==> src/rtl/snitch_icache_pkg.sv <==
// Shared types for the instruction cache.
// config_t carries the geometry of one cache instance. Fields are 32-bit
// unsigned so that widths can be derived directly in parameter expressions.
// idx_width() gives a safe index width of at least one bit.
package snitch_icache_pkg;

    typedef struct packed {
        int unsigned FETCH_AW;
        int unsigned LINE_WIDTH;
        int unsigned LINE_ALIGN;
        int unsigned PENDING_SIZE;
        int unsigned PENDING_IW;
        int unsigned NR_FETCH_PORTS;
    } config_t;

    localparam config_t DEFAULT_CFG = '{
        FETCH_AW:       32'd32,
        LINE_WIDTH:     32'd128,
        LINE_ALIGN:     32'd4,
        PENDING_SIZE:   32'd2,
        PENDING_IW:     32'd1,
        NR_FETCH_PORTS: 32'd4
    };

    function automatic int unsigned idx_width(input int unsigned n);
        return (n > 32'd1) ? $clog2(n) : 32'd1;
    endfunction

endpackage

==> src/rtl/snitch_icache_miss_tracker_lzc.sv <==
// Lowest-set-bit finder used to pick the free pending-table slot.
// Ports:
//   in_i    - candidate vector (bit set = slot available)
//   cnt_o   - index of the lowest set bit (0 when none is set)
//   empty_o - no bit set
module snitch_icache_miss_tracker_lzc #(
    parameter int unsigned WIDTH = 32'd2,
    parameter int unsigned IW    = 32'd1
) (
    input  logic [WIDTH-1:0] in_i,
    output logic [IW-1:0]    cnt_o,
    output logic             empty_o
);

    logic found_s;

    // Priority scan from bit 0 upwards; the first set bit wins.
    always_comb begin
        cnt_o   = '0;
        found_s = 1'b0;
        for (int i = 0; i < int'(WIDTH); i++) begin
            if (!found_s && in_i[i]) begin
                cnt_o   = IW'(i);
                found_s = 1'b1;
            end else begin
                found_s = found_s;
            end
        end
    end

    assign empty_o = ~|in_i;

endmodule

==> src/rtl/snitch_icache_miss_tracker.sv <==
// Miss tracker between the instruction-cache lookup stage and the line refiller.
// Coalesces misses to the same line into one pending-table entry (entry index =
// refill ID), issues refill requests for new lines and bypass fetches, and on a
// refill response writes the line into the cache while answering every waiting
// fetch port at once through a port mask.
// Ports:
//   in_*          - miss from the lookup stage (in_id_i is one-hot port)
//   refill_req_*  - refill request to the refiller
//   refill_rsp_*  - refill response from the refiller
//   write_*       - cache-line write (suppressed for bypass responses)
//   out_rsp_*     - fetch response, out_rsp_id_o is the mask of waiting ports
module snitch_icache_miss_tracker
    import snitch_icache_pkg::*;
#(
    parameter config_t CFG = DEFAULT_CFG
) (
    input  logic                                  clk_i,
    input  logic                                  rst_ni,
    input  logic [CFG.FETCH_AW-1:0]               in_addr_i,
    input  logic [CFG.NR_FETCH_PORTS-1:0]         in_id_i,
    input  logic                                  in_bypass_i,
    input  logic                                  in_valid_i,
    output logic                                  in_ready_o,
    output logic [CFG.FETCH_AW-1:0]               refill_req_addr_o,
    output logic [CFG.PENDING_IW-1:0]             refill_req_id_o,
    output logic                                  refill_req_bypass_o,
    output logic                                  refill_req_valid_o,
    input  logic                                  refill_req_ready_i,
    input  logic [CFG.LINE_WIDTH-1:0]             refill_rsp_data_i,
    input  logic                                  refill_rsp_error_i,
    input  logic [CFG.PENDING_IW-1:0]             refill_rsp_id_i,
    input  logic                                  refill_rsp_bypass_i,
    input  logic                                  refill_rsp_valid_i,
    output logic                                  refill_rsp_ready_o,
    output logic [CFG.FETCH_AW-CFG.LINE_ALIGN-1:0] write_addr_o,
    output logic [CFG.LINE_WIDTH-1:0]             write_data_o,
    output logic                                  write_error_o,
    output logic                                  write_valid_o,
    input  logic                                  write_ready_i,
    output logic [CFG.LINE_WIDTH-1:0]             out_rsp_data_o,
    output logic                                  out_rsp_error_o,
    output logic [CFG.NR_FETCH_PORTS-1:0]         out_rsp_id_o,
    output logic                                  out_rsp_valid_o,
    input  logic                                  out_rsp_ready_i
);

    localparam int unsigned AW  = CFG.FETCH_AW;
    localparam int unsigned LA  = CFG.LINE_ALIGN;
    localparam int unsigned LAW = CFG.FETCH_AW - CFG.LINE_ALIGN;
    localparam int unsigned PS  = CFG.PENDING_SIZE;
    localparam int unsigned IW  = CFG.PENDING_IW;
    localparam int unsigned NP  = CFG.NR_FETCH_PORTS;

    typedef struct packed {
        logic           valid;
        logic           bypass;
        logic [LAW-1:0] line_addr;
        logic [NP-1:0]  port_mask;
    } pending_entry_t;

    pending_entry_t table_q [PS];
    pending_entry_t table_d [PS];

    logic [LAW-1:0] in_line_s;
    logic           rsp_hs_s;
    logic [PS-1:0]  freeing_s;
    logic [PS-1:0]  hit_vec_s;
    logic [PS-1:0]  free_vec_s;
    logic           hit_s;
    logic [IW-1:0]  free_idx_s;
    logic           no_free_s;
    logic           alloc_s;

    assign in_line_s = in_addr_i[AW-1:LA];

    // Response stage: write and port response fire together or not at all.
    assign refill_rsp_ready_o = out_rsp_ready_i & (refill_rsp_bypass_i | write_ready_i);
    assign write_valid_o      = refill_rsp_valid_i & ~refill_rsp_bypass_i & out_rsp_ready_i;
    assign out_rsp_valid_o    = refill_rsp_valid_i & (refill_rsp_bypass_i | write_ready_i);
    assign rsp_hs_s           = refill_rsp_valid_i & refill_rsp_ready_o;

    assign write_addr_o    = table_q[refill_rsp_id_i].line_addr;
    assign write_data_o    = refill_rsp_data_i;
    assign write_error_o   = refill_rsp_error_i;
    assign out_rsp_data_o  = refill_rsp_data_i;
    assign out_rsp_error_o = refill_rsp_error_i;
    assign out_rsp_id_o    = table_q[refill_rsp_id_i].port_mask;

    // Per-entry match and availability; an entry retiring this cycle is neither.
    always_comb begin
        freeing_s  = '0;
        hit_vec_s  = '0;
        free_vec_s = '0;
        for (int i = 0; i < int'(PS); i++) begin
            freeing_s[i]  = rsp_hs_s & (refill_rsp_id_i == IW'(i));
            hit_vec_s[i]  = table_q[i].valid & ~table_q[i].bypass
                          & (table_q[i].line_addr == in_line_s) & ~freeing_s[i];
            free_vec_s[i] = ~table_q[i].valid & ~freeing_s[i];
        end
    end

    snitch_icache_miss_tracker_lzc #(
        .WIDTH (PS),
        .IW    (IW)
    ) i_free_lzc (
        .in_i    (free_vec_s),
        .cnt_o   (free_idx_s),
        .empty_o (no_free_s)
    );

    // Bypass fetches never coalesce, so they always need a fresh entry.
    assign hit_s               = in_valid_i & ~in_bypass_i & (|hit_vec_s);
    assign refill_req_valid_o  = in_valid_i & ~hit_s & ~no_free_s;
    assign refill_req_id_o     = free_idx_s;
    assign refill_req_bypass_o = in_bypass_i;
    assign refill_req_addr_o   = in_bypass_i ? in_addr_i : {in_line_s, {LA{1'b0}}};
    assign in_ready_o          = hit_s | (~no_free_s & refill_req_ready_i);
    assign alloc_s             = refill_req_valid_o & refill_req_ready_i;

    // Next table state: retire, allocate, or merge the requesting port.
    always_comb begin
        for (int i = 0; i < int'(PS); i++) begin
            if (freeing_s[i]) begin
                table_d[i] = '0;
            end else if (alloc_s && (free_idx_s == IW'(i))) begin
                table_d[i] = '{valid: 1'b1, bypass: in_bypass_i,
                               line_addr: in_line_s, port_mask: in_id_i};
            end else if (hit_s && hit_vec_s[i]) begin
                table_d[i]           = table_q[i];
                table_d[i].port_mask = table_q[i].port_mask | in_id_i;
            end else begin
                table_d[i] = table_q[i];
            end
        end
    end

    // Pending-table registers; reset drops every outstanding entry.
    always_ff @(posedge clk_i or negedge rst_ni) begin
        if (!rst_ni) begin
            for (int i = 0; i < int'(PS); i++) begin
                table_q[i] <= '0;
            end
        end else begin
            for (int i = 0; i < int'(PS); i++) begin
                table_q[i] <= table_d[i];
            end
        end
    end

`ifndef SYNTHESIS
    // A refill response must always refer to an outstanding entry.
    rsp_for_valid_entry: assert property (@(posedge clk_i) disable iff (!rst_ni)
        refill_rsp_valid_i |-> table_q[refill_rsp_id_i].valid);
`endif

endmodule

==> config.mk <==
export PLATFORM = sky130hd
export DESIGN_NAME = snitch_icache_miss_tracker
export DESIGN_NICKNAME = d
export VERILOG_FILES = /design/src/rtl/snitch_icache_pkg.sv /design/src/rtl/snitch_icache_miss_tracker_lzc.sv /design/src/rtl/snitch_icache_miss_tracker.sv
export SDC_FILE = /design/constraint.sdc
export NUM_CORES = 1
export LEC_CHECK = 0
export BUFFER_PORTS_ARGS = -buffer_cell sky130_fd_sc_hd__buf_2
export CORE_AREA = 2 2 195 197
export DETAILED_ROUTE_END_ITERATION = 12
export DIE_AREA = 0 0 197 199
export HOLD_SLACK_MARGIN = 0.05
export PLACE_DENSITY = 0.38
export SLEW_MARGIN = 20
export SYNTH_ARGS = -nofsm -noshare
export SYNTH_HDL_FRONTEND = slang
export SYNTH_SLANG_ARGS = --single-unit
export TNS_END_PERCENT = 100
==> constraint.sdc <==
create_clock -name clk_i -period 4 [get_ports clk_i]
set_clock_uncertainty 0.2 [all_clocks]
set_input_delay 0.8 -clock clk_i [delete_from_list [all_inputs] [get_ports clk_i]]
set_output_delay 0.8 -clock clk_i [all_outputs]
set_load 0.005 [all_outputs]
* After elaboration in Yosys (flattened, before gate mapping)
Index checks and enable logic that the tools add are counted.
Word-level totals: register bits 68, output and inout bits 329
Operators by class: $lt $le $gt $ge 1, equal/unequal tests 2, mux-type cells 12, bitwise operators 37, reduce and logical (&&, ||, !) cells 12
Operator list (number):
- two-way mux 34 bit | 4
- two-way mux 32 bit | 3
- == test 28 bit | 2
- AND 1 bit | 21
- two-way mux 4 bit | 3
- inverter 1 bit | 11
- bitwise OR 4 bit | 2
- nonzero test 3 bit | 2
- logical AND 1 bit | 5
- nonzero test 2 bit | 2
- OR reduction 2 bit | 2
- >= comparator 2 bit (second input constant) | 1
- two-way mux 1 bit | 2
- inverter 1 -> 2 bit | 1
- bitwise OR 1 bit | 2
- logical NOT 1 bit | 1

* Longest topological paths before layout
depth in word-level cells 15, depth in mapped cells 9, gate-level depth less buffers 6

* By module
From an unflattened synthesis, not the netlist that was laid out.
Unflattened totals: cell total of the unflattened synthesis 736, area total of the unflattened synthesis 6319.8 um2
Modules (own cells, without submodules):
- snitch_icache_miss_tracker | instances 1, cells an instance 734, area an instance 6302.3 um2
- snitch_icache_miss_tracker_lzc | instances 1, cells an instance 2, area an instance 17.5 um2

* Worst setup path after synthesis
OpenSTA, ideal clock, no wires.
path type input-to-output, from input port refill_rsp_bypass_i, to output port refill_req_valid_o, arrival 2013 ps, slack 987 ps, stages 7, path through nor2_1 or3_1 buf_2 nand4_1 nor4_2 nor2_1 and3_1
On the way: word-level cells in the longest chain between the ends 11
RTL lines:
- start, declared | line snitch_icache_miss_tracker.sv:32 | input logic refill_rsp_bypass_i,
- bitwise OR 1 bit * | line snitch_icache_miss_tracker.sv:77 | assign refill_rsp_ready_o = out_rsp_ready_i & (refill_rsp_bypass_i | write_ready_i);
- AND 1 bit * | line snitch_icache_miss_tracker.sv:77
- AND 1 bit * | line snitch_icache_miss_tracker.sv:80 | assign rsp_hs_s = refill_rsp_valid_i & refill_rsp_ready_o;
- AND 1 bit | line snitch_icache_miss_tracker.sv:95 | freeing_s[i] = rsp_hs_s & (refill_rsp_id_i == IW'(i));
- inverter 1 bit | line snitch_icache_miss_tracker.sv:97, snitch_icache_miss_tracker.sv:98
- AND 1 bit | line snitch_icache_miss_tracker.sv:97 | & (table_q[i].line_addr == in_line_s) & ~freeing_s[i];
- OR reduction 2 bit | line snitch_icache_miss_tracker.sv:112 | assign hit_s = in_valid_i & ~in_bypass_i & (|hit_vec_s);
- AND 1 bit | line snitch_icache_miss_tracker.sv:112
- inverter 1 bit | line snitch_icache_miss_tracker.sv:113 | assign refill_req_valid_o = in_valid_i & ~hit_s & ~no_free_s;
- AND 1 bit | line snitch_icache_miss_tracker.sv:113
- AND 1 bit * | line snitch_icache_miss_tracker.sv:113
- end, declared | line snitch_icache_miss_tracker.sv:27 | output logic refill_req_valid_o,
Mark *: on every way between the ends. The rest lies on a longest branch, timed or not.

* Worst setup path in the final report
from input port in_addr_i[12], to output port refill_req_valid_o
On the way: word-level cells in the longest chain between the ends 8
RTL lines:
- start, declared | line snitch_icache_miss_tracker.sv:19 | input logic [CFG.FETCH_AW-1:0] in_addr_i,
- == test 28 bit | line snitch_icache_miss_tracker.sv:97
- AND 1 bit (2 in series) | line snitch_icache_miss_tracker.sv:97
- OR reduction 2 bit * | line snitch_icache_miss_tracker.sv:112
- AND 1 bit * | line snitch_icache_miss_tracker.sv:112
- inverter 1 bit * | line snitch_icache_miss_tracker.sv:113
- AND 1 bit * (2 in series) | line snitch_icache_miss_tracker.sv:113
Marks and branches as above.

==> summary.md <==
| Metric | Value |
|---|---|
| Outcome | completed |
| Global-route wire length before repair | 27,400 um |
| Initial core utilization | 16.8% |
| Root buf cell | clkbuf_16 |
| Syn. warnings | 0 |
| Share of the synthesized area in the top cell type | 34.5% |
| Cell Rows | 71 |
| Count of cell types in the netlist | 36 |
| TritonRoute pass-1 iters | 5 |
| Commonest non-fill, non-tap cell in the layout | buf_2 |
| Detail Placement HPWL | 14,900 um |
| TritonCTS buffer count | 9 |
| Post-synth EDFFs | 0 |
| Fin. Hold Viols | 0 |
| Clk buf depth | 2 |
| Chip height | 199 um |
| Most frequent cells in the layout | buf_2 (116), dfrtp_1 (68), nand2_1 (43), xnor2_1 (36), inv_1 (33) |
| DR DRC count | 0 |
| Die area | 0.0392 mm^2 |
| Max Cap Viol | 0 |
| Wirelength per Cell | 19.1 um |
| Post-CTS Hold Buffers | 0 |
| RSZ-0062 raised after global routing | false |
| Via density | 3.72 |
| Post-CTS Resized | 0 |
| CP Data Arrival Time | 2.52 ns |
| Synthesized Nets | 896 |
| Top Registers | table_q x68 |
| FMAX | 0.284 GHz |
| Antenna violations before repair | 0 |
| Path depth of the worst reg2reg path | 8 |
| Largest area contributor in the netlist | buf_4 |
| Asr flop ratio synth | 100% |
| Fin crit period | 3.52 ns |
| Setup TNS | 0 ns |
| Post-CTS Setup Inserts | 0 |
| Overflow after GRT | 0 |
| Post-synthesis cell count | 721 |
| Gr usage total | 9.81% |
| Max IR drop VDD | 168 uV |
| Num ports | 504 |
| Largest net degree at the start of global routing | 38 |
| Slew headroom | 65.2% |
| Vias in the first global route | 3,849 |
| H-Tree Depth | 3 |
| CTS tree | built |
| Final Max Tran Viols | 0 |
| Post-route clock period utilization | 88.0% |
| Final setup viols | 0 |
| Critical R2R Capture | table_q[20]$_DFFE_PN0P_ |
| Area delta synth->final | -11.2% |
| Core area | 0.0371 mm^2 |
| Pwr Density | 477 mW/mm^2 |
| Routed vias | 3,818 |
| Synthesized flop and latch total | 68 |
| Share of the yosys chip area belonging to registers | 27.3% |
| Clk sinks | 68 |
| Mapped cell area | 0.00624 mm^2 |
| Placed inst area | 0.00525 mm^2 |
| Hold crit path type | in -> async |
| Avg Inst Size Synth | 8.65 um^2 |
| Critical Path Source Type | input port |
| Worst path required time | 3.00 ns |
| Routed wire length | 19,600 um |
| Leakage power | 0.00266 uW |
| Crit end category | primary output |
| Nets@finish | 724 |
| Post-route ant nets | 0 |
| Main area contributors after synthesis | buf_4 (35%), dfrtp_1 (27%), mux2_2 (5.8%) |
| GP Congestion | 0.722 |
| CP Class | in -> out |
| Largest Register | table_q |
| CTS clock-pin slew for the worst setup and hold paths | 0.06 ns |
| Cell area after layout | 0.00554 mm^2 |
| CP Max Fanout | 5 |
| Final design utilization | 14.9% |
| I/O Buffers | 116 |
| Reg2Reg Setup Slack | 1.29 ns |
| Share of cells above drive strength 1 | 33.3% |
| Max reg flops | 68 |
| Worst slew pin tran | 0.522 ns |
| Reg2reg start | table_q[46]$_DFFE_PN0P_ |
| Clock latency on the worst-skew pair | 0.34 ns |
| DRT iter0 DRCs | 174 |
| Antenna diodes | 0 |
| Main synth FF type | dfrtp_1 |
| Die X-Extent | 197 um |
==> worst max-delay path by stage <==
stage          depth (start not counted)  slack, ns           startpoint                 end
2_1_floorplan                          7       0.99  refill_rsp_bypass_i  refill_req_valid_o
3_3_place_gp                           8       0.33        in_addr_i[12]  refill_req_valid_o
3_5_place_dp                           8       0.39        in_addr_i[12]  refill_req_valid_o
4_1_cts                                8       0.39        in_addr_i[12]  refill_req_valid_o
5_1_grt                                8       0.25        in_addr_i[12]  refill_req_valid_o
6_report                               8       0.48        in_addr_i[12]  refill_req_valid_o
==> per-layer routing <==
metal / global-route usage (%) / wire length (um) / part of all wire (%) / up-vias
li1: - / - / - / 1713
met1: 11.8 / 8050 / 41 / 1766
met2: 15.0 / 8910 / 45 / 245
met3: 3.41 / 1670 / 8.5 / 94
met4: 5.93 / 960 / 4.9 / 0
met5: 0 / 0 / 0 / -
==> Yosys cell counts, types with 2 or more instances <==
cell type,count
inv_1,33
nor4_1,6
o22ai_1,5
nor3_1,4
o32ai_1,4
o21ai_1,10
buf_4,287
nor2_1,7
xor2_1,20
nand4_1,10
nand3_1,31
dfrtp_1,68
nand2_1,43
o21a_1,2
and2_1,4
buf_2,2
xnor2_1,36
buf_6,4
clkbuf_1,21
a21oi_1,30
nor2b_1,2
mux2i_1,29
o21ai_0,19
mux2_2,32
==> metrics by stage <==
stage | hold slack (ns) | cells | power [uW] | setup slack (ns)
after detailed placement | 0.324 | 1012 | 1870 | 0.389
after floorplan | 0.304 | 721 | 1710 | 0.987
after CTS | 0.127 | 1026 | 2700 | 0.386
after global placement | 0.322 | 1012 | 1860 | 0.332
final | 0.125 | 1026 | 2640 | 0.478
after global routing | 0.136 | 1026 | 2820 | 0.254
==> where the power goes <==
group / internal, uW / switching (uW)
Combinational: 391 / 420
Sequential: 865 / 154
Clock: 509 / 301
==> worst max-delay path, cell delays in order <==
cell	delay, ns
buf_2	0.14
xor2_1	0.15
nor4_1	0.45
nand4_1	0.22
nor4_2	0.30
nor2_1	0.14
and3_1	0.19
buf_2	0.12
==> area by class of cell <==
cell class	instances	area [um^2]
Tap cell	474	593
Sequential cell	68	1700
Clock buffer	12	256
Clock inverter	2	35.0
Inverter	34	128
Fill cell	4255	31600
Timing Repair Buffer	131	693
Multi-Input combinational cell	305	2130
==> kinds of logic (layout without fill, tap and decap cells) <==
group	after synthesis	count (layout)	synth area share (%)
buf+inv	348	179	38.7
simple gates	116	116	9.21
compound gates	72	72	6.50
mux	61	61	10.4
xor+xnor	56	56	7.86
flops	68	68	27.3
Power figures use the tool's default switching activity.
